**src/rtl/stack_reverse_ctrl.sv**
```systemverilog
// Chunked stream reverser driving an external LIFO: words are pushed until in_last or CAP, then popped out LIFO.
// Output costs 3 cycles per word (POP, LOAD, OUT). out_ready low stalls only in OUT, and in_ready is low outside FILL.
module stack_reverse_ctrl #(
  parameter int DATA_WIDTH = 8,
  parameter int PTR_WIDTH  = 2
) (
  input  logic                  clk,
  input  logic                  rst,
  input  logic                  in_valid,
  input  logic [DATA_WIDTH-1:0] in_data,
  input  logic                  in_last,
  output logic                  in_ready,
  output logic                  out_valid,
  output logic [DATA_WIDTH-1:0] out_data,
  output logic                  out_last,
  input  logic                  out_ready,
  output logic                  stk_push,
  output logic                  stk_pop,
  output logic [DATA_WIDTH-1:0] stk_wdata,
  input  logic [DATA_WIDTH-1:0] stk_rdata,
  input  logic                  stk_full,
  input  logic                  stk_empty,
  input  logic                  stk_error,
  output logic                  err
);

  localparam logic [PTR_WIDTH-1:0] CAP = {PTR_WIDTH{1'b1}};

  typedef enum logic [2:0] {IDLE, FILL, POP, LOAD, OUT} state_t;

  state_t                  state, state_nxt;
  logic [PTR_WIDTH-1:0]    cnt, cnt_nxt;
  logic                    chunk_last, chunk_last_nxt;
  logic                    out_valid_nxt, out_last_nxt;
  logic [DATA_WIDTH-1:0]   out_data_nxt;
  logic                    err_nxt;
  logic                    op_q;
  logic                    accept;

  assign stk_wdata = in_data;

  always_ff @(posedge clk or negedge rst) begin
    if (!rst) begin
      state      <= IDLE;
      cnt        <= '0;
      chunk_last <= 1'b0;
      out_valid  <= 1'b0;
      out_data   <= '0;
      out_last   <= 1'b0;
      err        <= 1'b0;
      op_q       <= 1'b0;
    end else begin
      state      <= state_nxt;
      cnt        <= cnt_nxt;
      chunk_last <= chunk_last_nxt;
      out_valid  <= out_valid_nxt;
      out_data   <= out_data_nxt;
      out_last   <= out_last_nxt;
      err        <= err_nxt;
      // stk_error refers to the operation issued in the previous cycle
      op_q       <= stk_push | stk_pop;
    end
  end

  always_comb begin
    state_nxt      = state;
    cnt_nxt        = cnt;
    chunk_last_nxt = chunk_last;
    out_valid_nxt  = out_valid;
    out_data_nxt   = out_data;
    out_last_nxt   = out_last;
    err_nxt        = err | (op_q & stk_error);
    in_ready       = 1'b0;
    stk_push       = 1'b0;
    stk_pop        = 1'b0;
    accept         = 1'b0;

    case (state)
      IDLE: state_nxt = FILL;

      FILL: begin
        in_ready = (cnt < CAP) && !stk_full;
        accept   = in_valid && in_ready;
        stk_push = accept;
        if (accept) begin
          cnt_nxt = cnt + 1'b1;
          if (in_last || (cnt_nxt == CAP)) begin
            chunk_last_nxt = in_last;
            state_nxt      = POP;
          end
        end
      end

      POP: begin
        // A stack that disagrees with our count loses the chunk rather than emitting garbage
        if (stk_empty && (cnt != '0)) begin
          err_nxt        = 1'b1;
          cnt_nxt        = '0;
          chunk_last_nxt = 1'b0;
          state_nxt      = FILL;
        end else begin
          stk_pop   = 1'b1;
          cnt_nxt   = cnt - 1'b1;
          state_nxt = LOAD;
        end
      end

      LOAD: begin
        out_data_nxt  = stk_rdata;
        out_valid_nxt = 1'b1;
        out_last_nxt  = chunk_last && (cnt == '0);
        state_nxt     = OUT;
      end

      OUT: begin
        if (out_ready) begin
          out_valid_nxt = 1'b0;
          out_last_nxt  = 1'b0;
          if (cnt != '0) begin
            state_nxt = POP;
          end else begin
            chunk_last_nxt = 1'b0;
            state_nxt      = FILL;
          end
        end
      end

      default: state_nxt = IDLE;
    endcase
  end

endmodule

```
**config.mk**
```make
export PLATFORM = sky130hd
export DESIGN_NAME = stack_reverse_ctrl
export DESIGN_NICKNAME = d
export VERILOG_FILES = /design/src/rtl/stack_reverse_ctrl.sv
export SDC_FILE = /design/constraint.sdc
export NUM_CORES = 1
export LEC_CHECK = 0
export BUFFER_PORTS_ARGS = -buffer_cell sky130_fd_sc_hd__buf_2
export CAP_MARGIN = 15
export CELL_PAD_IN_SITES_DETAIL_PLACEMENT = 2
export CELL_PAD_IN_SITES_GLOBAL_PLACEMENT = 2
export CORE_MARGIN = 4
export CORE_UTILIZATION = 30
export CTS_BUF_LIST = sky130_fd_sc_hd__clkbuf_8
export CTS_CLUSTER_DIAMETER = 30
export DETAILED_ROUTE_END_ITERATION = 10
export PLACE_DENSITY_LB_ADDON = 0.1
export SLEW_MARGIN = 0
export SYNTH_ARGS = -nofsm -noshare
export SYNTH_HDL_FRONTEND = slang
export SYNTH_SLANG_ARGS = --single-unit
```
**constraint.sdc**
```tcl
create_clock -name clk -period 3.35 [get_ports clk]
set_input_delay 0.1675 -clock clk [delete_from_list [all_inputs] [get_ports clk]]
set_output_delay 0.1675 -clock clk [all_outputs]
set_load 0.01 [all_outputs]
```
==> flow_summary_export.csv, run 1 <==
group,metric,value,unit
timing,slew_viol_final,0,
cells_and_area,diodes,0,
cells_and_area,areaGrowthSynthToFinish,20.7,%
floorplanning,dieArea,4140,um2
power_and_ir_drop,powerDensity,927,nW/um2
yosys,synth_cells,86,
critical_path,cpLargestDelayFamily,"simple AND/OR/NAND/NOR gates",
floorplanning,die_h,64.4,um
min_path,hp-start,"stk_rdata[0]",
cells_and_area,mostFrequentLayoutCell,"buf_2",
placement,gp_congestion,0.717,
timing,skew,0.00433,ns
timing,period_minus_slack,1.99,ns
run_status,status,"completed",
critical_path,path_cells,"ha_1, or4b_4, nor2_4, nand2_2, clkinv_2, buf_2",
min_path,hp-class,"primary input to register",
clock_tree,cts_tree,"yes",
critical_path,critPathSlowestCell,"or4b_4",
clock_tree,root_buffer,"clkbuf_8",
run,maxCapViolations,0,
yosys,synth_seq_cells,18,
drt,vias,737,
yosys,synth.net_count,114,
timing,clock.fmax,502,MHz
yosys,synth_top_area_frac,0.472,
global_routing,grt_max_degree,19,
yosys,syn_area,953,um2
clock_tree,cts_buffer_depth,2,
min_path,min_to,"out_data[0]",
clock_tree,cts_buffers,3,
critical_path,cp-end-kind,"output port",
clock_tree,cts_hold_buf,1,
timing,rsz0062_at_grt,"false",
critical_path,rr_worst_depth,7,
power_and_ir_drop,p_leak,0.558,nW
critical_path,r2r-end,"cnt[0]",
timing,setup_tns,0,ns
cells_and_area,layout_common_cells,"buf_2 (29), dfrtp_1 (18), mux2_2 (6)",
clock_tree,post_cts_resized,0,
clock_tree,clkTransAtPathRegs,0.07,ns
timing,tightestPinTransition,0.471,ns
yosys,ys_top_cells_by_area,"dfrtp_1 (47%), mux2_2 (7.1%), buf_4 (6.3%), ha_1 (5.2%), o32ai_1 (2.8%)",
drt,drt_first_pass_iters,2,
floorplanning,pin_count,46,
global_routing,globalRouteTotalUtil,0.125,
placement,post-dp-hpwl,1850,um
critical_path,crit_fanout,4,
critical_path,path_buf_inv,2,
yosys,yosysUniqueCellTypes,31,
global_routing,overflow,0,
placement,io_buffers,29,
clock_tree,clk_latency,0.25,ns
critical_path,max_stage_delay,0.55,ns
cells_and_area,fillCellCount,340,
global_routing,antenna_found_initial,0,
floorplanning,die_w,64.4,um
floorplanning,num_rows,20,
floorplanning,fp.coreArea,3050,um2
critical_path,worstPathArrival,1.83,ns
drt,wl_per_cell,14.8,um
min_path,whs_path_depth,2,
global_routing,grt_pass1_vias,813,
drt,route.detailed.drc,0,
drt,via_per_inst,4.79,
floorplanning,initial_utilization,0.312,
clock_tree,cts_setup_buffers,0,
global_routing,grt_pass1_wl,3980,um
clock_tree,h-tree-depth,1,
drt,drtIter0Drc,15,
power_and_ir_drop,ir_drop,347,uV
timing,finalSetupViolations,0,
critical_path,crit_required,3.18,ns
yosys,yosysWarnings,0,
critical_path,timing_worst_setup_path_type,"register to output port",
drt,drt_wl_total,2270,um
yosys,yosysTopAreaCell,"dfrtp_1",
yosys,ys_seq_area_frac,0.472,
timing,maxSlewHeadroom,0.685,
critical_path,crit_path_start_kind,"register",
critical_path,r2r_setup_slack,1.46,ns
cells_and_area,drive_gt1_frac,0.418,
cells_and_area,finalNetCount,139,
timing,fin_crit_sh,0.595,
timing,hold_violations,0,
clock_tree,cts.sinks,18,
timing,worst_hold_slack,0.132,ns
critical_path,r2r_start,"cnt[0]",
yosys,postSynthAreaPerCell,11.1,um2
drt,drtAntennaViolNets,0,
[metal layers]
layer  vias to the layer above  wire length (um)  part of all wire  global-route usage
met5                         -                 0                 0                   0
met4                         0                15            0.0066              0.0528
met3                         4               142             0.062              0.0351
met2                        17              1130              0.50               0.192
met1                       376               989              0.43               0.163
li1                        340                 -                 -                   -
[synthesized netlist by cell type]
cell type	number
dfrtp_1	18
buf_4	8
mux2_2	6
nand2_1	5
nor2_1	5
a21oi_1	4
ha_1	4
inv_1	4
o32ai_1	3
clkbuf_1	2
mux2_1	2
mux2i_1	2
nand2b_1	2
nor2b_1	2
nor3_1	2
o21ai_0	2
a221o_1	1
a2bb2oi_1	1
a32oi_1	1
and2b_1	1
and2b_2	1
clkinv_2	1
mux2_4	1
nand2_2	1
nor2_2	1
nor2_4	1
o21a_1	1
o22a_1	1
o22ai_1	1
o31ai_1	1
or4b_4	1
[stage by stage]
step           area, um2  total power [W]  utilization  instances  worst slack [ns]
2_1_floorplan        953         0.000745            -         86              1.49
3_3_place_gp        1090         0.000894        0.356        149              1.51
3_5_place_dp        1090         0.000912        0.356        149              1.46
4_1_cts             1150          0.00109        0.377        154              1.32
5_1_grt             1150          0.00118        0.377        154              1.20
6_report            1150          0.00107        0.377        154              1.36
[flip-flops by register name (all words and copies together) (netlist names)]
register / flops
state: 3
op_q: 1
chunk_last: 1
out_last: 1
err: 1
out_valid: 1
out_data: 8
cnt: 2
[logic make-up after synthesis]
family / synth area share
fa+ha+maj: 0.0525
simple gates: 0.133
mux: 0.131
buf+inv: 0.0919
flops: 0.472
compound gates: 0.119
[area by class of cell]
type                    count  area (um2)  area share
flip-flops and latches     18         450       0.391
multi-input cells          53         415       0.361
repair buffers             30         155       0.135
clock buffers               4        55.1      0.0478
well taps                  44        55.1      0.0478
inverters                   5        20.0      0.0174
[worst register-to-register path, delay by kind of cell, from the launching register on]
family        cells  cell delay (ns)
fa+ha+maj         1             0.23
simple gates      4             0.77
flops             1             0.41
mux               1             0.29
buf+inv           1             0.07
[worst max path at each step]
| stage | start | endpoint | cells after the start |
|---|---|---|---|
| final | cnt[0] | stk_push | 6 |
| after floorplan | cnt[0] | cnt[0] | 7 |
| after detailed placement | cnt[0] | cnt[0] | 7 |
| after CTS | cnt[0] | stk_push | 6 |
| after global placement | state[2] | out_data[0] | 3 |
| after global routing | state[1] | stk_pop | 5 |
[report_power, final]
group	switching [W]	total (W)	internal, W
sequential	0.0000857	0.000409	0.000323
combinational	0.000244	0.000484	0.000240
clock	0.0000700	0.000174	0.000104
No activity file was read; power rests on OpenSTA's default activity.
==> run 2: changes to the inputs <==
--- a/config.mk
+++ b/config.mk
@@ -10,7 +10,7 @@
 export CELL_PAD_IN_SITES_DETAIL_PLACEMENT = 2
 export CELL_PAD_IN_SITES_GLOBAL_PLACEMENT = 2
 export CORE_MARGIN = 4
-export CORE_UTILIZATION = 30
+export CORE_UTILIZATION = 27
 export CTS_BUF_LIST = sky130_fd_sc_hd__clkbuf_8
 export CTS_CLUSTER_DIAMETER = 30
 export DETAILED_ROUTE_END_ITERATION = 10
==> constraint.sdc (replaced) <==
create_clock -name clk -period 1.9 [get_ports clk]
set_input_delay 0.095 -clock clk [delete_from_list [all_inputs] [get_ports clk]]
set_output_delay 0.095 -clock clk [all_outputs]
set_load 0.01 [all_outputs]
==> run 2 against run 1 <==
Net effect:
- flip-flop and latch count unchanged
- largest cell class unchanged
- routed wire length up 12%
- power up 90%
- critical endpoint is now cnt[0]
- highest routed layer unchanged
==> flow_summary_export.csv, run 2 (synthesis results as in run 1) <==
group,metric,value,unit
floorplanning,initial_utilization,0.283,
placement,dp_cells,157,
timing,tightestPinTransition,0.424,ns
global_routing,globalRouteTotalUtil,0.125,
power_and_ir_drop,power_frac_seq,0.329,
floorplanning,fp.coreArea,3360,um2
clock_tree,clk_latency,0.25,ns
cells_and_area,final_util,0.362,
timing,timing.final.ws_setup,0.0235,ns
global_routing,overflow,0,
cells_and_area,largest-register,"out_data",
cells_and_area,mostFrequentLayoutCell,"buf_2",
placement,dpl_cell_area,1130,um2
cells_and_area,final_cell_area,1220,um2
floorplanning,die_w,67.4,um
global_routing,antenna_found_initial,0,
drt,met1_length,1080,um
cells_and_area,final_cells,163,
cells_and_area,fillCellCount,384,
drt,drtIter0Drc,41,
critical_path,timing_worst_setup_path_type,"register to register",
global_routing,grt_pass1_wl,4170,um
cells_and_area,areaGrowthSynthToFinish,27.8,%
clock_tree,cts_buffers,3,
timing,maxSlewHeadroom,0.717,
critical_path,rr_worst_depth,7,
drt,drt_wl_total,2540,um
drt,route.detailed.drc,0,
critical_path,crit_path_start_kind,"register",
power_and_ir_drop,swShare,0.374,
floorplanning,die_h,67.4,um
power_and_ir_drop,combPwrFrac,0.516,
power_and_ir_drop,power_switching,0.000761,W
clock_tree,clkTransAtPathRegs,0.07,ns
critical_path,r2r-end,"cnt[0]",
clock_tree,h-tree-depth,1,
min_path,hp-class,"primary input to register",
min_path,min_to,"out_data[0]",
global_routing,grt_pass1_vias,855,
timing,slew_viol_final,0,
clock_tree,cts_buffer_depth,2,
power_and_ir_drop,p_leak,0.591,nW
drt,drtAntennaViolNets,0,
timing,skew,0.00269,ns
critical_path,crit_fanout,3,
timing,finalSetupViolations,0,
critical_path,worstPathArrival,2.02,ns
drt,wl_per_cell,15.6,um
power_and_ir_drop,powerDensity,1670,nW/um2
drt,vias,766,
timing,rsz0062_at_grt,"true",
power_and_ir_drop,intPower,0.00127,W
cells_and_area,layout_common_cells,"buf_2 (28), dfrtp_1 (18), buf_4 (7)",
timing,period_minus_slack,1.88,ns
run_status,status,"completed",
power_and_ir_drop,ir_drop,795,uV
drt,routed-wl-met2,1240,um
cells_and_area,largest_reg_flops,8,
placement,post-dp-hpwl,2040,um
clock_tree,root_buffer,"clkbuf_8",
cells_and_area,reg_top3,"out_data: 8 flops, state: 3 flops, cnt: 2 flops",
cells_and_area,finalNetCount,146,
global_routing,grt_max_degree,19,
floorplanning,num_rows,21,
critical_path,r2r_setup_slack,0.02,ns
drt,drt_first_pass_iters,4,
placement,io_buffers,29,
drt,via_per_inst,4.70,
timing,fin_crit_sh,0.988,
cells_and_area,drive_gt1_frac,0.470,
critical_path,cp-end-kind,"register",
run,maxCapViolations,0,
cells_and_area,diodes,0,
critical_path,crit_path_start,"cnt[1]",
min_path,hp-start,"stk_rdata[0]",
placement,gp_congestion,0.711,
floorplanning,pin_count,46,
placement,pre_cts_ws,0.0160,ns
timing,hold_violations,0,
clock_tree,cts.sinks,18,
clock_tree,cts_tree,"yes",
critical_path,crit_required,2.04,ns
critical_path,r2r_start,"cnt[1]",
floorplanning,dieArea,4550,um2
timing,clock.fmax,533,MHz
power_and_ir_drop,clock_power_share,0.155,
drt,dr_wl_met3,188,um
min_path,whs_path_depth,2,
drt,highest_layer,"met4",
==> run 2: metrics by stage <==
stage	hold slack, ns	TNS, ns	total power [W]
finish	0.0504	0	0.00203
global route	0.0495	-0.127	0.00222
CTS	0.0455	0	0.00206
detailed placement	0.0625	0	0.00172
global placement	0.0645	0	0.00167
floorplan	-0.201	0	0.00131
==> run 2: routing by layer <==
metal / GRT usage / vias to the layer above
met1: 0.148 / 381
met4: 0.0380 / 0
li1: - / 354
met5: 0 / -
met3: 0.0433 / 5
met2: 0.213 / 26
==> run 2: repair_timing <==
action | 4_1_cts | 5_1_grt
hold buffers | 1 | 0
gates resized for setup | 0 | 4
pin swaps | 1 | 5
hold endpoints to repair | 18 | 0
buffers inserted | 0 | 1
setup endpoints to repair | 1 | 4
==> run 2: area by class of cell <==
| cell class | count | area, um2 | share of cell area |
|---|---|---|---|
| clock buffers | 4 | 55.1 | 0.0452 |
| inverters | 5 | 21.3 | 0.0175 |
| multi-input cells | 53 | 420 | 0.345 |
| flip-flops and latches | 18 | 450 | 0.370 |
| well taps | 46 | 57.6 | 0.0472 |
| repair buffers | 37 | 214 | 0.176 |
==> run 2: power groups by stage <==
| stage | Combinational, W | Clock, W | Sequential (W) |
|---|---|---|---|
| 2_1_floorplan | 0.000568 | 0 | 0.000746 |
| 3_3_place_gp | 0.00101 | 0 | 0.000666 |
| 3_5_place_dp | 0.00104 | 0 | 0.000678 |
| 4_1_cts | 0.00105 | 0.000331 | 0.000672 |
| 5_1_grt | 0.00117 | 0.000352 | 0.000698 |
| 6_report | 0.00105 | 0.000315 | 0.000668 |
==> run 2: worst max path at each step <==
stage | end | slack, ns | depth (start not counted)
floorplan | cnt[0] | 0.04 | 7
global placement | cnt[0] | 0.09 | 7
detailed placement | cnt[0] | 0.02 | 7
CTS | stk_push | 0.009 | 6
global route | stk_push | -0.05 | 6
finish | cnt[0] | 0.02 | 7
==> run 2: worst max-delay path: stages (launching register included) <==
cell	delay, ns
dfrtp_1	0.39
ha_2	0.20
or4b_4	0.55
nor2_4	0.14
nand2_2	0.08
inv_4	0.08
nor2_2	0.04
mux2_4	0.30
==> run 3: changes to the inputs <==
--- a/config.mk
+++ b/config.mk
@@ -9,6 +9,7 @@
 export CAP_MARGIN = 15
 export CELL_PAD_IN_SITES_DETAIL_PLACEMENT = 2
 export CELL_PAD_IN_SITES_GLOBAL_PLACEMENT = 2
+export CORE_ASPECT_RATIO = 1.25
 export CORE_MARGIN = 4
 export CORE_UTILIZATION = 27
 export CTS_BUF_LIST = sky130_fd_sc_hd__clkbuf_8
==> run 3 against run 2 <==
Net effect:
- via count down 0.39%
- critical endpoint is now stk_push
- register-to-register slack better by 0.09 ns
- global-route usage up 0.14 points
- utilization fell by 0.20 points
- worst hold slack worse by 0.0037 ns
- final cell count fell by 6.1%
- largest cell class unchanged
- combinational power about the same
- power is 1.0% lower
==> flow_summary_export.csv, run 3 (synthesis results as in run 1) <==
group,metric,value,unit
run_status,status,"completed",
cells_and_area,mostFrequentLayoutCell,"buf_2",
power_and_ir_drop,swShare,0.375,
placement,post-dp-hpwl,2020,um
power_and_ir_drop,combPwrFrac,0.510,
floorplanning,fp.coreArea,3310,um2
timing,tightestPinTransition,0.451,ns
global_routing,antenna_found_initial,0,
power_and_ir_drop,ir_drop,648,uV
clock_tree,clkTransAtPathRegs,0.07,ns
cells_and_area,drive_gt1_frac,0.457,
drt,drt_first_pass_iters,2,
global_routing,grt_pass1_wl,4220,um
placement,gp_congestion,0.659,
floorplanning,die_h,74.4,um
clock_tree,cts_buffer_depth,2,
timing,maxSlewHeadroom,0.699,
cells_and_area,largest_reg_flops,8,
critical_path,crit_fanout,3,
placement,io_buffers,29,
critical_path,path_buf_inv,2,
critical_path,timing_worst_setup_path_type,"register to output port",
global_routing,grt_max_degree,19,
timing,rsz0062_at_grt,"false",
cells_and_area,finalNetCount,145,
power_and_ir_drop,power_switching,0.000753,W
critical_path,cp-end-kind,"output port",
drt,drt_wl_total,2550,um
min_path,hp-class,"primary input to register",
drt,drtAntennaViolNets,0,
critical_path,max_stage_delay,0.52,ns
critical_path,worstPathArrival,1.73,ns
timing,slew_viol_final,0,
floorplanning,num_rows,23,
floorplanning,dieArea,4550,um2
power_and_ir_drop,intPower,0.00126,W
power_and_ir_drop,p_leak,0.586,nW
floorplanning,pin_count,46,
power_and_ir_drop,power_frac_seq,0.328,
critical_path,endpoint,"stk_push",
cells_and_area,reg_top3,"out_data: 8 flops, state: 3 flops, cnt: 2 flops",
critical_path,crit_required,1.80,ns
clock_tree,cts_tree,"yes",
drt,drtIter0Drc,10,
global_routing,globalRouteTotalUtil,0.127,
critical_path,path_cells,"ha_2, or4b_4, nor2_4, nand2_2, clkinv_2, buf_4",
drt,vias,763,
clock_tree,cts.sinks,18,
drt,via_per_inst,4.99,
clock_tree,root_buffer,"clkbuf_8",
timing,clock.fmax,547,MHz
timing,skew,0.00150,ns
placement,dpl_cell_area,1120,um2
floorplanning,initial_utilization,0.288,
clock_tree,h-tree-depth,1,
placement,pre_cts_ws,0.0325,ns
critical_path,r2r_setup_slack,0.11,ns
cells_and_area,layout_common_cells,"buf_2 (28), dfrtp_1 (18), buf_4 (7)",
critical_path,crit_cells,6,
timing,fin_crit_sh,0.963,
timing,setup_tns,0,ns
critical_path,crit_path_start,"cnt[0]",
critical_path,critPathSlowestCell,"or4b_4",
clock_tree,clk_latency,0.26,ns
cells_and_area,diodes,0,
critical_path,r2r_start,"cnt[0]",
critical_path,crit_path_start_kind,"register",
cells_and_area,areaGrowthSynthToFinish,25.1,%
timing,hold_violations,0,
cells_and_area,largest-register,"out_data",
power_and_ir_drop,clock_power_share,0.162,
timing,period_minus_slack,1.83,ns
floorplanning,die_w,61.2,um
power_and_ir_drop,powerDensity,1690,nW/um2
global_routing,grt_pass1_vias,864,
critical_path,r2r-end,"cnt[0]",
timing,finalSetupViolations,0,
critical_path,cpLargestDelayFamily,"simple AND/OR/NAND/NOR gates",
critical_path,rr_worst_depth,7,
run,maxCapViolations,0,
cells_and_area,final_cell_area,1190,um2
global_routing,overflow,0,
timing,timing.final.ws_setup,0.0710,ns
clock_tree,cts_buffers,3,
drt,route.detailed.drc,0,
drt,wl_per_cell,16.6,um
==> run 3: cell types whose count changed in the layout (fill, tap and decap cells not counted) <==
| cell | delta |
|---|---|
| buf_6 | -1 |
| clkinv_2 | +1 |
| inv_4 | -1 |
| nor2b_1 | +1 |
| nor2b_2 | -1 |
==> run 3: worst min-delay path by stage <==
stage / start / end / cells past startpoint
after floorplan: rst / chunk_last / 0
after global placement: rst / state[0] / 1
after detailed placement: rst / state[0] / 1
after CTS: stk_rdata[4] / out_data[4] / 2
after global routing: stk_rdata[0] / out_data[0] / 2
final: stk_rdata[4] / out_data[4] / 2
==> run 3: stage by stage <==
stage	utilization	std cells	hold slack, ns	total power [W]
floorplan	-	86	-0.201	0.00131
global placement	0.339	148	0.0711	0.00167
detailed placement	0.339	148	0.0716	0.00171
CTS	0.360	153	0.0410	0.00206
global route	0.360	153	0.0616	0.00219
finish	0.360	153	0.0468	0.00201
==> run 3: metal layers <==
metal	global-route usage	vias up	routed length, um
li1	-	351	-
met1	0.156	380	1080
met2	0.201	24	1250
met3	0.0347	8	169
met4	0.0627	0	55
met5	0	-	0
==> run 3: area by class of cell <==
cell class                 instances  area [um2]
sequential                        18         450
tap                               37        46.3
fill                             361        2120
clock buffer                       4        55.1
timing repair buffer              36         203
inverter                           5        20.0
multi-input combinational         53         418
==> run 3: power groups by stage <==
stage,clock network (W),logic (W),registers (W)
6_report,0.000326,0.00103,0.000659
3_3_place_gp,0,0.00101,0.000663
2_1_floorplan,0,0.000568,0.000746
3_5_place_dp,0,0.00104,0.000670
4_1_cts,0.000342,0.00105,0.000666
5_1_grt,0.000356,0.00115,0.000688
==> run 3: timing repair <==
| item | CTS | global route |
|---|---|---|
| pin swaps | 1 | 0 |
| setup buffers | 0 | 0 |
| gates cloned | 0 | 0 |
| resized for setup | 1 | 1 |
| setup endpoints to repair | 1 | 1 |
| hold buffers | 1 | 0 |
| hold endpoints to repair | 18 | 0 |
